$ cat config.mk
export PLATFORM = sky130hd
export DESIGN_NAME = fetch_redirect
export DESIGN_NICKNAME = d
export VERILOG_FILES = /design/src/rtl/fetch_redirect.sv
export SDC_FILE = /design/constraint.sdc
export NUM_CORES = 1
export LEC_CHECK = 0
export CAP_MARGIN = 20
export CORE_MARGIN = 2
export CORE_UTILIZATION = 57
export CTS_CLUSTER_SIZE = 25
export DETAILED_ROUTE_END_ITERATION = 8
export PLACE_DENSITY_LB_ADDON = 0.2
export SLEW_MARGIN = 30
export SYNTH_ARGS = -nofsm -noshare
export SYNTH_HDL_FRONTEND = slang
export SYNTH_SLANG_ARGS = --single-unit
export TNS_END_PERCENT = 10
$ cat constraint.sdc
create_clock -name clk -period 5.4 [get_ports clk]
set_clock_uncertainty 0.05 [all_clocks]
set_input_delay 0.54 -clock clk [delete_from_list [all_inputs] [get_ports clk]]
set_output_delay 0.54 -clock clk [all_outputs]
set_load 0.02 [all_outputs]
$ cat src/rtl/fetch_redirect.sv
// Fetch PC generator: single-outstanding instruction bus requests, a valid/ready
// output register toward decode, and squashing of wrong-path work on redirect.
module fetch_redirect #(
  parameter logic [63:0] PC_RESET = 64'h8000_0000
) (
  input  logic        clk,
  input  logic        resetn,
  input  logic        redirect_valid,
  input  logic [63:0] redirect_pc,
  output logic        ireq_valid,
  output logic [63:0] ireq_addr,
  input  logic        iresp_data_ok,
  input  logic [31:0] iresp_data,
  output logic        if_valid,
  output logic [63:0] if_pc,
  output logic [31:0] if_instr,
  output logic        if_misalign,
  input  logic        if_ready
);

  typedef enum logic [1:0] {S_REQ, S_HOLD, S_WAIT, S_DRAIN} state_t;

  state_t      state_q, state_d;
  logic [63:0] pc_q, pc_d;
  logic [63:0] pend_q, pend_d;
  logic        stall_q, stall_d;
  logic        out_v_q, out_v_d;
  logic [63:0] out_pc_q, out_pc_d;
  logic [31:0] out_instr_q, out_instr_d;
  logic        out_mis_q, out_mis_d;
  logic [31:0] buf_instr_q, buf_instr_d;

  logic out_free;
  logic pc_aligned;

  assign out_free   = !out_v_q || if_ready;
  assign pc_aligned = (pc_q[1:0] == 2'b00);

  always_ff @(posedge clk) begin
    if (!resetn) begin
      state_q     <= S_REQ;
      pc_q        <= PC_RESET;
      pend_q      <= '0;
      stall_q     <= 1'b0;
      out_v_q     <= 1'b0;
      out_pc_q    <= '0;
      out_instr_q <= '0;
      out_mis_q   <= 1'b0;
    end else begin
      state_q     <= state_d;
      pc_q        <= pc_d;
      pend_q      <= pend_d;
      stall_q     <= stall_d;
      out_v_q     <= out_v_d;
      out_pc_q    <= out_pc_d;
      out_instr_q <= out_instr_d;
      out_mis_q   <= out_mis_d;
    end
    buf_instr_q <= buf_instr_d;
  end

  always_comb begin
    state_d     = state_q;
    pc_d        = pc_q;
    pend_d      = pend_q;
    stall_d     = stall_q;
    out_v_d     = out_v_q && !if_ready;
    out_pc_d    = out_pc_q;
    out_instr_d = out_instr_q;
    out_mis_d   = out_mis_q;
    buf_instr_d = buf_instr_q;
    if (redirect_valid) begin
      out_v_d = 1'b0;
      stall_d = 1'b0;
      // A request still on the bus must stay stable until its response arrives.
      if (ireq_valid && !iresp_data_ok) begin
        pend_d  = redirect_pc;
        state_d = S_DRAIN;
      end else begin
        pc_d    = redirect_pc;
        state_d = S_REQ;
      end
    end else begin
      unique case (state_q)
        S_REQ: begin
          if (!pc_aligned) begin
            if (out_free) begin
              out_v_d     = 1'b1;
              out_pc_d    = pc_q;
              out_instr_d = '0;
              out_mis_d   = 1'b1;
              stall_d     = 1'b1;
              state_d     = S_WAIT;
            end
          end else if (iresp_data_ok) begin
            pc_d = pc_q + 64'd4;
            if (out_free) begin
              out_v_d     = 1'b1;
              out_pc_d    = pc_q;
              out_instr_d = iresp_data;
              out_mis_d   = 1'b0;
            end else begin
              buf_instr_d = iresp_data;
              state_d     = S_HOLD;
            end
          end
        end
        S_HOLD: begin
          // pc already advanced past the buffered word
          if (out_free) begin
            out_v_d     = 1'b1;
            out_pc_d    = pc_q - 64'd4;
            out_instr_d = buf_instr_q;
            out_mis_d   = 1'b0;
            state_d     = S_REQ;
          end
        end
        S_WAIT: begin
          if (out_free && !stall_q) state_d = S_REQ;
        end
        S_DRAIN: begin
          if (iresp_data_ok) begin
            pc_d    = pend_q;
            state_d = S_REQ;
          end
        end
        default: state_d = S_REQ;
      endcase
    end
  end

  always_comb begin
    ireq_valid  = ((state_q == S_REQ) && pc_aligned) || (state_q == S_DRAIN);
    ireq_addr   = pc_q;
    if_valid    = out_v_q;
    if_pc       = out_pc_q;
    if_instr    = out_instr_q;
    if_misalign = out_mis_q;
  end

endmodule

==> results.md <==
Status:
- The run finished with clean final reports.

Finish:
- The final cell count without fillers is 2,185.
- The number of nets in the finished design is 1,947.
- The area growth from synthesis to layout is 25.3%.
- Measured on the finished design, the core utilization comes to 0.726.
- The repair_antennas step left the layout with diodes totalling 0.
- Fill cells in the final layout number 1,790.
- Of the cells placed in the final design, the portion with a size suffix greater than 1 is 0.0648.
- The post-layout instance area is 17,000 sq um.

Yosys:
- Dividing the synthesized area by the synthesized cell count gives 7.93 sq um.
- The proportion of synthesized flip-flops having asynchronous set or reset is 0.
- The total number of yosys warnings is 0.
- In this run, synthesis inferred 32 flip-flops with an integrated enable.
- The post-synthesis cell area is 13,600 sq um.
- nand2_1 is the most common cell in the netlist.
- The netlist uses 73 different library cells.
- The count of state elements after synthesis is 261.
- The cell taking the most area after synthesis is dfxtp_1.
- The commonest cells after synthesis are nand2_1, dfxtp_1, clkbuf_1, a21oi_1, nor2_1.
- By area the synthesized netlist is led by dfxtp_1, edfxtp_1, nand2_1.
- Counting every net in the synthesized netlist gives 1,817.
- The cell count after synthesis came out at 1,714.
- The area fraction of the dominant cell type after synthesis is 0.337.
- For this run, the register share of the synthesized area comes to 0.408.
- The most used flip-flop cell after synthesis is dfxtp_1.

Pwr:
- Of the total power, combinational logic draws 0.389.
- Cell internal power was estimated by the tool at 4.81 mW.
- The worst IR drop on VDD is 0.278 mV.
- The post-layout total power is 8.11 mW.
- Of the total power, the clock network draws 0.241.
- The analysis attributes to cell leakage a power of 5.71 nW.
- In this run the power spent charging and discharging nets is 3.30 mW.
- Power spread over the standard cell area amounts to 476 nW/um^2.
- The share of total power dissipated in sequential elements is 0.370.
- The share of total power consumed by net switching is 0.407.

Critical path:
- The critical path goes through nor4_1, nand3b_1, nand4b_1, or4_1, a31oi_1.
- The worst setup path is launched from a register.
- In this run the worst path has a maximum fanout of 22.
- Broken down by cell family, the worst path's largest delay share belongs to simple AND/OR/NAND/NOR gates.
- The worst setup path is of the register to register kind.
- The endpoint of the worst register-to-register path is if_pc[62]$_SDFFE_PN0P_.
- The longest individual stage delay on the worst path is 810 ps.
- The required time of the critical path is 5810 ps.
- The internal reg-to-reg setup slack is 2090 ps.
- The worst path buffer plus inverter count is 0.
- Measured in cells, the most critical reg-to-reg path has a length of 5.
- The type of destination of the critical path is a register.
- The data arrival time at the worst-slack endpoint is 3720 ps.
- The worst register-to-register path begins at ireq_addr[33]$_SDFFE_PN0P_.
- For this design, the slowest cell found on the critical path is nand4b_1.

Die:
- The die covers 25,100 sq um.
- The core box area is 23,500 sq um.
- The die is 158 um wide.
- For this configuration, the core starts out at a cell density of 0.579.
- The number of top-level pins is 264.
- The initialized floorplan defines 56 standard-cell rows.
- The chip height is 158 um.

STA:
- Static timing analysis puts the maximum clock frequency at 0.302 GHz.
- Setup violations remaining at the end of the flow were counted as 0.
- The final-layout worst hold slack is 402 ps.
- The final worst setup slack is 2090 ps.
- For the pin with the worst max-slew slack, the measured transition is 908 ps.
- The worst-case headroom to the max-slew limit is 0.395.
- The total count of max-transition violations in the final report came to 0.
- The period utilization is 0.613.
- The setup TNS after final layout is 0 ps.
- Setup repair after global routing left no endpoint under its margin.
- The count of final hold-check violations is 0.
- The routed design could run at a clock period as short as 3310 ps.

Clock tree:
- The CTS H-tree depth is 1.
- The clock drives 261 sinks.
- The CTS tree is done.
- The post-cts gate resize count is 0.
- After clock tree synthesis, the setup repair step added 0 buffers.
- The root buffer selected by CTS is clkbuf_16.
- In this run, CTS created clock tree buffers numbering 28.
- The maximum buffer depth of the clock tree is 3.
- The clock insertion delay at the later pin of the skew report is 550 ps.
- The count of hold-fix buffers inserted at cts is 0.
- The clock transition at the registers of the reported paths is 60 ps.

Placed design:
- The number of placed cells counting well taps is 2,133.
- The congestion estimate from routability-driven global placement came to 0.918.
- Detailed placement ended at an HPWL of 29,800 um.
- The total placed instance area is 16,100 sq um.
- The worst setup slack after placement is 1760 ps.
- The count of buffers from port buffering is 263.

Min path:
- The worst hold path was traced through 2 stages.
- The end point of the most critical hold path is pend_q[21]$_SDFFE_PN0P_.
- The min-delay analysis places its worst path in the category register to register.
- The startpoint of the worst hold path is pend_q[21]$_SDFFE_PN0P_.

GRT:
- Across every metal layer, demand over resource in global routing totals 0.343.
- The number of global-route vias before repair is 13,000.
- The global-route congestion overflow total is 0.
- The pin count of the biggest net entering global routing is 123.
- The first global-routing pass estimated 69,200 um of wire.
- The number of antenna violations at the first check in global routing is 0.

Detailed routing:
- The post-detailed-route count of antenna-violating nets is 0.
- The total wirelength of the detailed-routed design is 45,300 um.
- The first routing iteration left 1,715 violations.
- In the detailed route, the total length drawn on met3 is 5580 um.
- In the routed layout, each cell is associated on average with a via count of 6.54.
- Wire segments on met2 add up to 19,900 um in the final route.
- The length of routed wiring on met1 is 18,500 um.
- The top layer reached by signal wires is met4.
- After detailed routing, the number of remaining DRC violations is 0.
- Detailed routing inserted a total of 14,300 vias.
- The number of optimization iterations in the first detailed-route pass is 6.
- The detailed-route wire length per cell is 20.7 um.

Run:
- Max-cap violations in this run came to 0.
[registers in the layout (all words and copies together) (netlist names)]
signal,cells
buf_instr_q,32
if_instr,32
if_misalign,1
if_pc,64
if_valid,1
ireq_addr,64
pend_q,64
stall_q,1
state_q,2
[layout by cell type, fill, tap and decap left out, drive strengths merged, types with 10 or more instances in the layout]
cell / n
a211o: 10
a211oi: 34
a21oi: 147
a221oi: 37
a31oi: 36
and3: 22
buf: 28
clkbuf: 33
clkdlybuf4s50: 261
clkinv: 16
dfxtp: 229
edfxtp: 32
inv: 12
nand2: 241
nand3: 43
nand4: 45
nor2: 120
nor3: 70
nor4: 31
o211ai: 17
o21ai: 109
o221a: 10
o221ai: 10
o31ai: 25
or3: 28
or4: 33
xnor2: 16
xor2: 26
[layer usage]
metal  global-route usage  up-vias
met1                0.466     6746
met3               0.0857      112
li1                     -     6593
met4                0.109        0
met5                    0        -
met2                0.536      840
[power groups by stage]
| stage | sequential, mW | clock, mW | combinational, mW |
|---|---|---|---|
| after detailed placement | 3.00 | 0 | 3.11 |
| after global routing | 3.04 | 2.04 | 3.39 |
| after CTS | 2.96 | 1.96 | 3.12 |
| after global placement | 2.98 | 0 | 3.04 |
| final | 3.00 | 1.95 | 3.16 |
| after floorplan | 3.02 | 0 | 1.79 |
[worst min-delay path, stage by stage (launching register included)]
cell and delay [ps]:
dfxtp_1 310, nand2_1 50, a21oi_1 50
[cells by family after synthesis]
| group | Yosys count | share of synthesized area |
|---|---|---|
| AO/OA/AOI/OAI | 501 | 0.239 |
| XOR/XNOR | 42 | 0.0270 |
| adder cells (fa/ha/maj) | 2 | 0.00184 |
| buffers and inverters | 202 | 0.0593 |
| flip-flops | 261 | 0.408 |
| multiplexers | 9 | 0.00681 |
| AND/OR/NAND/NOR | 697 | 0.258 |
[how the worst max path moves through the flow]
stage / to / from / cells after the start
2_1_floorplan: buf_instr_q[0]$_DFFE_PP_ / redirect_valid / 8
3_3_place_gp: buf_instr_q[6]$_DFFE_PP_ / iresp_data_ok / 6
3_5_place_dp: buf_instr_q[8]$_DFFE_PP_ / iresp_data_ok / 6
4_1_cts: if_pc[62]$_SDFFE_PN0P_ / ireq_addr[33]$_SDFFE_PN0P_ / 5
5_1_grt: if_pc[61]$_SDFFE_PN0P_ / ireq_addr[33]$_SDFFE_PN0P_ / 5
6_report: if_pc[62]$_SDFFE_PN0P_ / ireq_addr[33]$_SDFFE_PN0P_ / 5
[layout make-up]
class	instances	area [sq um]	area share
tap	319	399	0.0234
timing repair buffer	289	2820	0.166
sequential	261	5550	0.326
multi-input combinational	1251	7290	0.428
clock inverter	19	168	0.00984
inverter	13	51.3	0.00301
clock buffer	33	761	0.0447
Note: power is estimated with default switching activity, not from simulation.
